$ cat config.mk
export PLATFORM = sky130hd
export DESIGN_NAME = hazard_stall_controller
export DESIGN_NICKNAME = d
export VERILOG_FILES = /design/src/rtl/hazard_stall_controller.sv
export SDC_FILE = /design/constraint.sdc
export NUM_CORES = 1
export LEC_CHECK = 0
export CAP_MARGIN = 30
export CORE_AREA = 2 2 39 41
export CTS_BUF_LIST = sky130_fd_sc_hd__clkbuf_8
export DETAILED_ROUTE_END_ITERATION = 12
export DIE_AREA = 0 0 41 43
export PLACE_DENSITY = 0.83
export REMOVE_ABC_BUFFERS = 1
export SYNTH_ARGS = -nofsm -noshare
export SYNTH_HDL_FRONTEND = slang
export SYNTH_SLANG_ARGS = --single-unit
export TNS_END_PERCENT = 50
$ cat constraint.sdc
create_clock -name Clock -period 2.7 [get_ports Clock]
set_input_delay 0.675 -clock Clock [delete_from_list [all_inputs] [get_ports Clock]]
set_output_delay 0.675 -clock Clock [all_outputs]
set_load 0.005 [all_outputs]
$ cat src/rtl/hazard_stall_controller.sv
// hazard_stall_controller: pipeline sequencing for the 5-stage MIPS datapath.
// It detects load-use hazards, squashes wrong-path fetches on jumps and taken
// branches, and holds the pipeline while a multi-cycle multiply occupies EX.
// Optional stall performance counter: define HAZ_PERF_CNT_EN to add StallCount.
// Outputs are Mealy (combinational from state, counter and inputs) and are
// forced low while Reset is asserted.
module hazard_stall_controller #(
`ifdef HAZ_PERF_CNT_EN
  parameter int unsigned STALL_CNT_W = 16,
`endif
  parameter int unsigned MUL_CYCLES = 4,
  parameter int unsigned CNT_W      = 3
) (
  input  logic             Clock,
  input  logic             Reset,
  input  logic [4:0]       IFID_Rs,
  input  logic [4:0]       IFID_Rt,
  input  logic             IFID_UsesRt,
  input  logic             IFID_Jump,
  input  logic             IDEX_MemRead,
  input  logic [4:0]       IDEX_Rt,
  input  logic             IDEX_Mul,
  input  logic             EX_BranchTaken,
  output logic             PCWrite,
  output logic             IFIDWrite,
  output logic             IDEXWrite,
  output logic             IFID_JFlush,
  output logic             IDEX_Bubble,
  output logic             EXMEM_Bubble,
  output logic             MulBusy
`ifdef HAZ_PERF_CNT_EN
  ,
  output logic [STALL_CNT_W-1:0] StallCount
`endif
);

  // A single-cycle multiply never needs to hold the pipeline.
  localparam bit MUL_EN = (MUL_CYCLES > 1);
  localparam logic [CNT_W-1:0] CNT_LOAD = MUL_EN ? CNT_W'(MUL_CYCLES - 2) : '0;

  typedef enum logic [0:0] {
    RUN      = 1'b0,
    MUL_WAIT = 1'b1
  } state_t;

  state_t           state, state_nxt;
  logic [CNT_W-1:0] cnt, cnt_nxt;

  logic pc_write_c, ifid_write_c, idex_write_c;
  logic jflush_c, idex_bubble_c, exmem_bubble_c, mul_busy_c;
  logic load_use_c;

  // Load-use compare; register 0 is hardwired and never a hazard.
  always_comb begin
    load_use_c = IDEX_MemRead && (IDEX_Rt != 5'd0) &&
                 ((IDEX_Rt == IFID_Rs) || (IFID_UsesRt && (IDEX_Rt == IFID_Rt)));
  end

  // State and multiply wait counter.
  always_ff @(posedge Clock or negedge Reset) begin
    if (!Reset) begin
      state <= RUN;
      cnt   <= '0;
    end else begin
      state <= state_nxt;
      cnt   <= cnt_nxt;
    end
  end

  // Next-state and Mealy output decode with rule priority.
  always_comb begin
    state_nxt      = state;
    cnt_nxt        = cnt;
    pc_write_c     = 1'b1;
    ifid_write_c   = 1'b1;
    idex_write_c   = 1'b1;
    jflush_c       = 1'b0;
    idex_bubble_c  = 1'b0;
    exmem_bubble_c = 1'b0;
    mul_busy_c     = 1'b0;
    case (state)
      RUN: begin
        if (MUL_EN && IDEX_Mul) begin
          pc_write_c     = 1'b0;
          ifid_write_c   = 1'b0;
          idex_write_c   = 1'b0;
          exmem_bubble_c = 1'b1;
          mul_busy_c     = 1'b1;
          cnt_nxt        = CNT_LOAD;
          state_nxt      = MUL_WAIT;
        end else if (EX_BranchTaken) begin
          jflush_c      = 1'b1;
          idex_bubble_c = 1'b1;
        end else if (load_use_c) begin
          pc_write_c    = 1'b0;
          ifid_write_c  = 1'b0;
          idex_bubble_c = 1'b1;
        end else if (IFID_Jump) begin
          jflush_c = 1'b1;
        end
      end
      MUL_WAIT: begin
        if (cnt != '0) begin
          pc_write_c     = 1'b0;
          ifid_write_c   = 1'b0;
          idex_write_c   = 1'b0;
          exmem_bubble_c = 1'b1;
          mul_busy_c     = 1'b1;
          cnt_nxt        = cnt - CNT_W'(1);
        end else begin
          // Release cycle: only the hazard and jump rules apply.
          state_nxt = RUN;
          if (load_use_c) begin
            pc_write_c    = 1'b0;
            ifid_write_c  = 1'b0;
            idex_bubble_c = 1'b1;
          end else if (IFID_Jump) begin
            jflush_c = 1'b1;
          end
        end
      end
      default: begin
        state_nxt = RUN;
        cnt_nxt   = '0;
      end
    endcase
  end

  // Hold every output low during reset.
  always_comb begin
    PCWrite      = Reset & pc_write_c;
    IFIDWrite    = Reset & ifid_write_c;
    IDEXWrite    = Reset & idex_write_c;
    IFID_JFlush  = Reset & jflush_c;
    IDEX_Bubble  = Reset & idex_bubble_c;
    EXMEM_Bubble = Reset & exmem_bubble_c;
    MulBusy      = Reset & mul_busy_c;
  end

`ifdef HAZ_PERF_CNT_EN
  logic [STALL_CNT_W-1:0] stall_cnt;

  // Saturating count of cycles with the PC held.
  always_ff @(posedge Clock or negedge Reset) begin
    if (!Reset) begin
      stall_cnt <= '0;
    end else if (!pc_write_c && (stall_cnt != '1)) begin
      stall_cnt <= stall_cnt + STALL_CNT_W'(1);
    end
  end

  assign StallCount = stall_cnt;
`endif

endmodule

---- Word-level counts from Yosys, hierarchy flattened ----
Index checks and enable logic that the tools add are counted.
cells by class
  eq/ne operators ......................... 4
  bitwise operators ....................... 6
  muxes and demuxes ....................... 25
  $add $sub $neg .......................... 1
  reduce and logical (&&, ||, !) cells .... 7
operators by type and width
  cell                                                                 number
  1-bit 2-to-1 mux                                                     17
  5-bit == test                                                        2
  1-bit one-hot mux with 2 select lines                                5
  3-bit 2-to-1 mux                                                     2
  3-bit one-hot mux with 2 select lines                                1
  1-bit bitwise AND                                                    5
  5-bit nonzero test                                                   1
  1-bit logical AND                                                    3
  3-bit nonzero test                                                   1
  3-bit by 1-bit subtractor with 3-bit output (second input constant)  1
  2-bit by 1-bit != test with 1-bit output (second input constant)     1
  2-bit != test (second input constant)                                1
  2-bit AND reduction                                                  1
  1-bit logical OR                                                     1
  1-bit inverter                                                       1
storage, ports and cells
  output and inout bits ................... 7
  logic and storage cells ................. 45
  bits in registers ....................... 4

---- Logic depth before layout (Yosys ltp) ----
Gate-level depths: netlist (run 1).
  word-level depth ........................ 9
  depth in mapped cells ................... 6

---- Worst setup path before layout (run 1) ----
OpenSTA, ideal clock, no wires.
  path kind ............................... input-to-output
  start ................................... in IDEX_Rt[1]
  end ..................................... out PCWrite
  cell stages on the path ................. 5
  buffers on the path ..................... 1
  data arrival time ....................... 1,718 ps
  path slack .............................. 307 ps
  cells stage by stage .................... or4_4 o21ai_2 nor2_1 a21oi_1 buf_4
between the ends
  word-level cells in the longest chain between the ends .. 9
  elaborated cells between the ends (all ways) .. 13
  those cells by class .................... eq/ne: 2; mux: 5; bitwise: 1; reduce/logical: 5
RTL lines
  item                                       RTL line  RTL
  from (decl)                                21        input logic [4:0] IDEX_Rt,
  5-bit == test                              56        ((IDEX_Rt == IFID_Rs) || (IFID_UsesRt && (IDEX_Rt == IFID_Rt)));
  1-bit logical AND                          56
  1-bit logical OR                           56
  1-bit logical AND (*)                      55        load_use_c = IDEX_MemRead && (IDEX_Rt != 5'd0) &&
  1-bit 2-to-1 mux (*)                       --
  1-bit 2-to-1 mux (2 in a row)              --
  1-bit one-hot mux with 2 select lines (*)  --
  1-bit bitwise AND (*)                      --
  to (decl)                                  24        output logic PCWrite,
Mark *: on every way between the ends. The rest lies on a longest branch, timed or not.

---- Final worst setup path (run 1) ----
  start ................................... in IDEX_Rt[1]
  end ..................................... out IDEX_Bubble
between the ends
  word-level cells in the longest chain between the ends .. 9
  elaborated cells between the ends (all ways) .. 13
  those cells by class .................... eq/ne: 2; mux: 5; bitwise: 1; reduce/logical: 5
RTL lines
  item                                       RTL line  RTL
  5-bit == test                              56
  1-bit logical AND                          56
  1-bit logical OR                           56
  1-bit logical AND (*)                      55
  1-bit 2-to-1 mux (*)                       94, 113
  1-bit 2-to-1 mux                           91        end else if (EX_BranchTaken) begin
  1-bit 2-to-1 mux                           83        if (MUL_EN && IDEX_Mul) begin
  1-bit one-hot mux with 2 select lines (*)  81        case (state)
  1-bit bitwise AND (*)                      135       IDEX_Bubble = Reset & idex_bubble_c;
  to (decl)                                  28        output logic IDEX_Bubble,
Marks and branches as above.

==> flow_metrics.tcl, run 1 <==
set metrics [dict create \
    status "finished, final reports clean" \
    cts-root-buf "clkbuf_8" \
    setup-violations-final 0 \
    hold_class "in2async" \
    slew_violations 0 \
    cts.reportedPaths.clkPinSlew_ns 0.04 \
    ys_top_cells_by_count "10 x xnor2_1, 5 x inv_1, 5 x nor2_1, 4 x dfrtp_1, 4 x nand2_1" \
    clk_latency_ns 0.22 \
    synth_top_area_share 0.2346 \
    drcViolationCount 0 \
    p_sw_frac 0.3547 \
    yosysMostFrequentCell "xnor2_1" \
    holdBufCountCts 0 \
    io_buffers 28 \
    vias 486 \
    drt-pass1-iter-count 4 \
    routedWlPerCell_um 12.31 \
    crit_fanout 2 \
    cts_tree "done" \
    ant_nets 0 \
    area_delta_synth_final_pct 95.60 \
    fin_worst_skew_ns 0.005936 \
    power.share.clock 0.245 \
    total_power_w 0.0005146 \
    period_needed_ns 2.682 \
    globalplace.congestion 0.6728 \
    start_kind "primary input" \
    relSlewSlack 0.8322 \
    p_leak_nw 0.4010 \
    via_per_inst 4.585 \
    row_count 14 \
    die_w_um 41 \
    layout.cells.non_filler 106 \
    start_util 0.3083 \
    boundaryPins 29 \
    grt_pass1_vias 500 \
    dp.cells 102 \
    synth_area_um2 426.7 \
    grt_max_degree 7 \
    synth_edf_count 0 \
    clockBufferDepth 2 \
    drive_gt1_frac 0.3111 \
    synth_top_flop_cell "dfrtp_1" \
    p_int_w 0.0003321 \
    drtIter0Drc 4 \
    r2r-start "cnt[0]" \
    yosys_warnings 0 \
    combinationalPowerShare 0.534 \
    ys_top_cells_by_area "dfrtp_1 23%, xnor2_1 21%, ha_1 5.9%" \
    finalCritPeriodShare 0.9935 \
    power.density_mw_per_mm2 616.6 \
    hpwl_um 1061 \
    max-vdd-ir-drop_v 0.0006449 \
    wl_um 1305 \
    max_freq_mhz 372.8 \
    htreeDepth 1 \
    switchingPower_w 0.0001825 \
    avgSynthCellArea_um2 8.366 \
    tightest_slew_ns 0.2517 \
    finalNetCount 116 \
    cp.required_ns 2.03 \
    die-area_mm2 0.001763 \
    core_mm2 0.001384 \
    power_frac_seq 0.221 \
    clock_sinks 4 \
    grt_use_total 0.1663 \
    ys_types 23 \
    syn_inst 51 \
    async_flop_share 1.000 \
    r2r_slack_ns 1.38 \
    end_kind "primary output" \
    antenna_found_initial 0 \
    rr_worst_depth 6 \
    maxCapViolCount 0 \
    synth-seq-cells 4 \
    yosysTopAreaCell "dfrtp_1" \
    antenna_cells 0 \
    worstReg2RegEnd "cnt[1]" \
    cts_buffers 3 \
    fp.dieH_um 43 \
    worstSetupPathType "in2out" \
    yosysSeqAreaShare 0.2346 \
    grt_pass1_wl_um 1952 \
    hold_viol_final 0 \
    grt.overflow.total 0 \
    arrival_ns 2.01 \
]
-- power groups by stage --
stage,logic [W],clock network (W),registers (W)
2_1_floorplan,0.000148,0,0.000104
3_3_place_gp,0.000267,0,0.000110
4_1_cts,0.000269,0.000128,0.000113
3_5_place_dp,0.000280,0,0.000112
5_1_grt,0.000310,0.000135,0.000117
6_report,0.000275,0.000126,0.000114
-- cells in the final DEF (no fill, tap or decap), types with 2 or more instances in the layout --
cell / synthesis / routed
ha_1: 2 / 2
inv_1: 5 / 5
dlygate4sd2_1: 0 / 6
dfrtp_1: 4 / 4
dlymetal6s2s_1: 0 / 3
xnor2_1: 10 / 10
buf_2: 0 / 4
nor2_1: 5 / 3
clkdlybuf4s50_1: 0 / 15
nand3_1: 2 / 2
nand2_1: 4 / 4
nor2_2: 1 / 2
clkbuf_8: 0 / 3
o21ai_4: 1 / 2
buf_4: 2 / 10
a22o_1: 2 / 2
-- per-layer routing --
| layer | vias to the layer above | wire, um | share of wire | global-route usage |
|---|---|---|---|---|
| met3 | 0 | 77 | 0.059 | 0.06283 |
| li1 | 249 | - | - | - |
| met2 | 10 | 786 | 0.60 | 0.3094 |
| met1 | 227 | 441 | 0.34 | 0.1564 |
| met5 | - | 0 | 0 | 0 |
| met4 | 0 | 0 | 0 | 0.04000 |
-- cells by family (layout without fill, tap and decap cells) --
family                     Yosys count  after routing  synth area share
DFF                                  4              4            0.2346
buffers and inverters                7             46           0.07917
xor gates and xnor gates            10             10            0.2053
AOI/OAI and AO/OA                   11             11            0.2082
adders and majority gates            2              2           0.05864
and+or+nand+nor                     17             17            0.2141
-- how the worst max path moves through the flow --
| stage | start | endpoint | slack, ns | cells past startpoint |
|---|---|---|---|---|
| 3_3_place_gp | IDEX_Rt[1] | IFIDWrite | -0.52 | 6 |
| 6_report | IDEX_Rt[1] | IDEX_Bubble | 0.02 | 6 |
| 2_1_floorplan | IDEX_Rt[1] | IFIDWrite | 0.42 | 4 |
| 5_1_grt | IDEX_Rt[1] | IDEX_Bubble | -0.02 | 6 |
| 3_5_place_dp | IDEX_Rt[1] | PCWrite | -0.57 | 6 |
| 4_1_cts | IDEX_Mul | IDEXWrite | 0.01 | 6 |
-- worst max-delay path: stages --
cell           delay [ns]
dlygate4sd2_1        0.25
or4_4                0.56
o21ai_4              0.17
nor2_2               0.05
a22o_1               0.18
buf_2                0.12
-- per-stage QoR --
stage | area [um^2] | utilization | setup WS (ns) | hold WS, ns | setup TNS, ns
final | 834.6 | 0.6031 | 0.01753 | 0.4847 | 0
after global routing | 834.6 | 0.6031 | -0.01881 | 0.5178 | -0.05430
after CTS | 804.5 | 0.5814 | 0.01219 | 0.5623 | 0
after detailed placement | 779.5 | 0.5633 | -0.5656 | 0.5578 | -2.236
after global placement | 779.5 | 0.5633 | -0.5152 | 0.5395 | -2.065
after floorplan | 411.6 | - | 0.4173 | 0.3794 | 0
-- repair_timing --
action	4_1_cts	5_1_grt
resized for setup	25	6
pin swaps	5	4
setup endpoints to repair	6	5
setup buffers	0	1
-- flip-flops by register name, summed over array words and instances, names as in the netlist --
signal	cells
state	1
cnt	3
-- area by class of cell --
class                   count  area [um^2]
fillers                   122        549.3
repair buffers             38        335.3
multi-input cells          40        319.1
flip-flops and latches      4        100.1
clock buffers               3        41.29
well taps                  16        20.02
inverters                   5        18.77
No activity file was read; power rests on OpenSTA's default activity.
==> run 2: changes to the inputs <==
Settings changed: CTS_CLUSTER_DIAMETER from default to 150.
==> results of run 2 <==
Same layout as run 1: the final DEF is identical, and so are final timing and power.
